### src/rtl/legv8_pkg.sv
`default_nettype none
// ============================================================================
// Module : legv8_pkg
// Brief  : LEGv8 opcode constants and immediate-format encoding shared by the
//          immediate generator and its decoder.
// Rev    : 1.0  initial release
// ============================================================================
package legv8_pkg;

    // Opcodes are left-aligned to a[31]; the width of each one is the width of its match field.
    localparam logic [10:0] OP_LDUR = 11'b11111000010;
    localparam logic [10:0] OP_STUR = 11'b11111000000;
    localparam logic [7:0]  OP_CBZ  = 8'b10110100;
    localparam logic [7:0]  OP_CBNZ = 8'b10110101;
    localparam logic [5:0]  OP_B    = 6'b000101;
    localparam logic [9:0]  OP_ADDI = 10'b1001000100;
    localparam logic [9:0]  OP_SUBI = 10'b1101000100;

    typedef enum logic [2:0] {
        FMT_NONE = 3'd0,
        FMT_D    = 3'd1,
        FMT_CB   = 3'd2,
        FMT_B    = 3'd3,
        FMT_I    = 3'd4
    } imm_fmt_e;

endpackage
`default_nettype wire

### src/rtl/imm_fmt_decode.sv
`default_nettype none
// ============================================================================
// Module : imm_fmt_decode
// Brief  : Combinational classifier of instruction bits [31:21] into an
//          immediate format, first match wins.
// Rev    : 1.0  initial release
// ============================================================================
module imm_fmt_decode
    import legv8_pkg::*;
(
    input  logic [10:0] op_i,
    output imm_fmt_e    fmt_o
);

    always_comb begin
        fmt_o = FMT_NONE;
        if (op_i == OP_LDUR || op_i == OP_STUR) begin
            fmt_o = FMT_D;
        end else if (op_i[10:3] == OP_CBZ || op_i[10:3] == OP_CBNZ) begin
            fmt_o = FMT_CB;
        end else if (op_i[10:5] == OP_B) begin
            fmt_o = FMT_B;
        end else if (op_i[10:1] == OP_ADDI || op_i[10:1] == OP_SUBI) begin
            fmt_o = FMT_I;
        end
    end

endmodule
`default_nettype wire

### src/rtl/sign_ext.sv
`default_nettype none
// ============================================================================
// Module : sign_ext
// Brief  : LEGv8 immediate generator; extracts and extends the immediate of
//          the current instruction, registered with one cycle of latency.
// Rev    : 1.0  initial release
// ============================================================================
module sign_ext
    import legv8_pkg::*;
#(
    parameter int DW = 64,
    parameter int IW = 32
) (
    input  logic          clk,
    input  logic          reset,
    input  logic [IW-1:0] a,
    output logic [DW-1:0] y,
    output logic          y_valid
);

    imm_fmt_e      fmt;
    logic [DW-1:0] y_d;
    logic [DW-1:0] y_q;
    logic          valid_d;
    logic          valid_q;

    imm_fmt_decode u_decode (
        .op_i  (a[31:21]),
        .fmt_o (fmt)
    );

    // Branch offsets stay unscaled; the consumer applies the <<2.
    always_comb begin
        y_d     = '0;
        valid_d = 1'b1;
        case (fmt)
            FMT_D:   y_d = {{(DW-9){a[20]}},  a[20:12]};
            FMT_CB:  y_d = {{(DW-19){a[23]}}, a[23:5]};
            FMT_B:   y_d = {{(DW-26){a[25]}}, a[25:0]};
            FMT_I:   y_d = {{(DW-12){1'b0}},  a[21:10]};
            default: valid_d = 1'b0;
        endcase
    end

    always_ff @(posedge clk) begin
        if (reset) begin
            y_q     <= '0;
            valid_q <= 1'b0;
        end else begin
            y_q     <= y_d;
            valid_q <= valid_d;
        end
    end

    assign y       = y_q;
    assign y_valid = valid_q;

endmodule
`default_nettype wire

### config.mk
export PLATFORM = sky130hd
export DESIGN_NAME = sign_ext
export DESIGN_NICKNAME = d
export VERILOG_FILES = /design/src/rtl/legv8_pkg.sv /design/src/rtl/imm_fmt_decode.sv /design/src/rtl/sign_ext.sv
export SDC_FILE = /design/constraint.sdc
export NUM_CORES = 1
export LEC_CHECK = 0
export ABC_AREA = 1
export CAP_MARGIN = 0
export CORE_ASPECT_RATIO = 0.8
export CORE_UTILIZATION = 35
export DETAILED_ROUTE_END_ITERATION = 10
export GPL_ROUTABILITY_DRIVEN = 0
export GPL_TIMING_DRIVEN = 0
export PLACE_DENSITY = 0.77
export SLEW_MARGIN = 25
export SYNTH_ARGS = -nofsm -noshare
export SYNTH_HDL_FRONTEND = slang
export SYNTH_SLANG_ARGS = --single-unit
### constraint.sdc
create_clock -name clk -period 1.5 [get_ports clk]
set_clock_uncertainty 0.05 [all_clocks]
set_input_delay 0.3 -clock clk [delete_from_list [all_inputs] [get_ports clk]]
set_output_delay 0.3 -clock clk [all_outputs]
set_load 0.05 [all_outputs]
Word level (Yosys, flattened, before mapping)
Index checks and enable logic that the tools add are counted.
{"block": "word_totals", "ff_bits": 65, "latch_bits": 0, "mem_bits_rw": 0, "rom_bits": 0, "out_inout_bits": 65, "wordCells": 23, "memories": 0}
{"block": "classes", "n_addsub": 0, "mul": 0, "div_mod_pow": 0, "n_lt_le_gt_ge": 0, "eq_ne": 11, "shift": 0, "n_mux": 6, "bitwise": 0, "n_reduce_logical": 4}
{"cell": "64-bit one-hot mux with 4 select lines", "count": 1}
{"cell": "11-bit == test (second input constant)", "count": 2}
{"cell": "10-bit == test (second input constant)", "count": 2}
{"cell": "8-bit == test (second input constant)", "count": 2}
{"cell": "3-bit 2-to-1 mux", "count": 4}
{"cell": "3-bit by 2-bit == test with 1-bit output (second input constant)", "count": 2}
{"cell": "6-bit by 3-bit == test with 1-bit output (second input constant)", "count": 1}
{"cell": "4-bit OR reduction", "count": 1}
{"cell": "3-bit by 1-bit == test with 1-bit output (second input constant)", "count": 1}
{"cell": "3-bit == test (second input constant)", "count": 1}
{"cell": "1-bit logical OR", "count": 3}
{"cell": "1-bit 2-to-1 mux", "count": 1}

Longest topological paths before layout
{"block": "depth", "word_depth": 9, "depth_mapped": 9, "mapped_depth_nobuf": 9}

Cells and area by module
Synthesis repeated with hierarchy kept, for this count alone.
{"block": "hier_totals", "hier_cells": 273, "hier_area_um2": 1786.7}
{"mod": "sign_ext", "n_inst": 1, "cells_per_inst": 245, "area_each_um2": 1672.9}
{"mod": "imm_fmt_decode", "n_inst": 1, "cells_per_inst": 28, "area_each_um2": 113.9}

Worst setup path before layout
OpenSTA, ideal clock, no wires.
{"block": "synth_path", "path_kind": "register -> output", "from": "reg y[62] (netlist name)", "to": "out y[26]", "arrival_ns": 1.572, "t_required_ns": 1.150, "path_slack_ns": -0.422, "path_stages_with_launch": 2, "n_path_buf": 1, "cell_sequence": "dfxtp_1 > buf_4"}
{"element": "end: declaration", "line": "sign_ext.sv:17", "source": "output logic [DW-1:0] y,"}

Final worst setup path
{"block": "layout_path", "from": "reg y_q[11], in the netlist y[11]", "to": "out y[11]"}
{"element": "start: declaration", "line": "sign_ext.sv:23", "source": "logic [DW-1:0] y_q;"}
{"element": "start signal: assignment", "line": "sign_ext.sv:50", "source": "y_q <= y_d;"}
No word-level cell between the ends.

==> results.ini <==
[placement]
buffer_ports.inserted=98
placement.cell_area_sq_mm=0.00284
post-dp-hpwl_um=4220
post-place-cells=406
dpl_worst_slack_ns=-0.596

[critical_path]
worst_setup_path_startpoint=y[11]
kind_of_end_point_of_the_critical_path=output pin
worstPathCellList=dlygate4sd2_1
critical_path_arrival_ns=1.12
critical_path.top_delay_family=buffers and inverters
worstSetupPathType=reg -> out
cpPeakStageDelay_ns=0.52
cp_data_required_time_ns=1.15
cp_max_fo=1
critical_path.startpoint_type=flop
cp_slowest_cell=sky130_fd_sc_hd__dlygate4sd2_1
path_buf_inv=1

[yosys]
ys_seq_area_frac=0.303
postSynthNetCount=282
syn-cell-area_sq_mm=0.00178
synth_area_per_cell_sq_um=7.19
postSynthCellCount=248
synth.yosys.warnings=0
yosys.cell_types.count=22
synth.ff_latch_count=27

[grt]
grtUsageTotal=0.216
grt_first_pass_wirelength_um=8760
grt_antenna_before_repair=0
via_count_of_the_first_global_routing_pass=1706
grt-ovfl-total=0
grt_start_max_net_pins=20

[sta]
period_minus_slack_ns=1.47
max_clock_freq_ghz=0.681
worst-slew-pin-transition_ns=0.505
final_hold_viol_count=0
relSlewSlack=0.665
final_clock_period_utilization_by_the_worst_path=0.979
timing_max_transition_violations_final=0
timing.setup.tns_ns=0
fin_ws_ns=0.0309
finalSetupViolations=0

[drt]
dr_total_vias=2123
initialDrtViolationCount=231
routedWlPerCell_um=14.0
final_antenna_net_count=0
vias_per_cell=4.93
finalWirelength_um=6030
firstDrtPassIters=5
drc_errors=0

[final_layout]
design_area_sq_mm=0.00313
num-nets-final=406
final-seq-area_sq_um=544
layout.filler_cells=433
number_of_diodes=0
drive_gt1_frac=0.407
instances_no_fill=431
area_delta_synth_final_pct=75.7
multi_input_area_sq_um=822

[hold_path]
min-delay-path-class=in -> reg
hold_start=a[24]

[clock_tree]
path_clk_slew_ns=0.10
postCtsHoldBufs=0
cts_tree=built
buffer_type_at_the_clock_tree_root=sky130_fd_sc_hd__clkbuf_8
deepest_level_of_the_cts_h_tree=1
number_of_buffers_created_by_cts=3
clock_path_buffers=2
cts_num_sinks=27

[floorplanning]
floorplan.core_area_sq_mm=0.00473
floorplan.initialDensity=0.377
pin_count=99
fp-row-count=22
die_height_um=65.8
die_width_um=81.8
die-area_sq_mm=0.00539

[power_and_ir_drop]
vdd_ir_drop_max_mv=0.265
cellPowerDensity_mw_per_mm2=467
total_leakage_power_nw=1.72
finalPower_mw=1.46

[flow_run]
max_cap_viol_count=0

[run_status]
outcome=complete, no violations

## metrics by stage
| stage | util | hold WS, ns |
|---|---|---|
| 2_1_floorplan | - | 0.319 |
| 3_3_place_gp | 0.600 | 0.924 |
| 3_5_place_dp | 0.600 | 0.914 |
| 4_1_cts | 0.616 | 0.534 |
| 5_1_grt | 0.662 | 0.420 |
| 6_report | 0.662 | 0.400 |
## synthesized netlist by cell type
cell / instances / area, sq um
sky130_fd_sc_hd__nand3_1: 42 / 210
sky130_fd_sc_hd__buf_4: 38 / 285
sky130_fd_sc_hd__nand2_1: 36 / 135
sky130_fd_sc_hd__inv_1: 34 / 128
sky130_fd_sc_hd__dfxtp_1: 27 / 541
sky130_fd_sc_hd__nor2_1: 15 / 56.3
sky130_fd_sc_hd__nand4_1: 11 / 68.8
sky130_fd_sc_hd__buf_2: 7 / 35.0
sky130_fd_sc_hd__o211ai_2: 7 / 87.6
sky130_fd_sc_hd__o21ai_1: 6 / 30.0
sky130_fd_sc_hd__o211ai_1: 5 / 37.5
sky130_fd_sc_hd__nor2_2: 4 / 25.0
sky130_fd_sc_hd__nor2_4: 4 / 45.0
sky130_fd_sc_hd__inv_2: 3 / 11.3
sky130_fd_sc_hd__o21ai_0: 2 / 10.0
sky130_fd_sc_hd__a21oi_1: 1 / 5.00
sky130_fd_sc_hd__buf_6: 1 / 11.3
sky130_fd_sc_hd__nand2_2: 1 / 6.26
sky130_fd_sc_hd__nand3_2: 1 / 10.0
sky130_fd_sc_hd__nand3b_1: 1 / 7.51
sky130_fd_sc_hd__nand4_4: 1 / 21.3
sky130_fd_sc_hd__nor3_4: 1 / 16.3
## cells in the final DEF (no fill, tap or decap), drive strengths merged
master	netlist	routed
a21oi	1	1
buf	46	105
clkbuf	0	11
clkdlybuf4s15	0	13
clkdlybuf4s50	0	23
clkinvlp	0	1
dfxtp	27	27
dlygate4sd2	0	11
dlymetal6s2s	0	5
inv	37	37
nand2	37	37
nand3	43	43
nand3b	1	1
nand4	12	12
nor2	23	23
nor3	1	1
o211ai	12	12
o21ai	8	8
## what timing repair did
action,in CTS,in global routing
setup endpoints to repair,92,85
pin swaps,7,7
buffers inserted,14,6
gates resized for setup,279,86
gates cloned,0,1
## path summary, 6_finish.rpt
| path | endpoint | slack (ns) | cells past startpoint |
|---|---|---|---|
| max | y[11] | 0.03 | 1 |
| min | y[24] | 0.40 | 5 |
## report_power, final
part / internal, mW / switching (mW)
registers: 0.718 / 0.00113
clock network: 0.189 / 0.248
logic: 0.133 / 0.173
total: 1.04 / 0.422
## metal layers
| layer | up-vias | global-route usage | share of wire | wire, um |
|---|---|---|---|---|
| met5 | - | 0 | 0 | 0 |
| met4 | 0 | 0.0592 | 0.011 | 69 |
| met3 | 9 | 0.0510 | 0.084 | 507 |
| met2 | 121 | 0.316 | 0.48 | 2860 |
| met1 | 982 | 0.312 | 0.43 | 2590 |
| li1 | 1011 | - | - | - |
## cells by family (layout without fill, tap and decap cells)
group,count (synthesis),count (layout),synth area share
AO/OA/AOI/OAI,21,21,0.0954
flip-flops,27,27,0.303
buffers and inverters,83,206,0.264
AND/OR/NAND/NOR,117,117,0.338
## flip-flops by register name, summed over array words and instances, names as in the netlist
register,flops
y,26
y_valid,1
## final cells by class
type,count,area share
Timing Repair Buffer,119,0.367
Inverter,37,0.0443
Clock buffer,3,0.0132
Buffer,46,0.113
Multi-Input combinational cell,138,0.262
Clock inverter,1,0.00240
Tap cell,60,0.0240
Sequential cell,27,0.174
No activity file was read; power rests on OpenSTA's default activity.
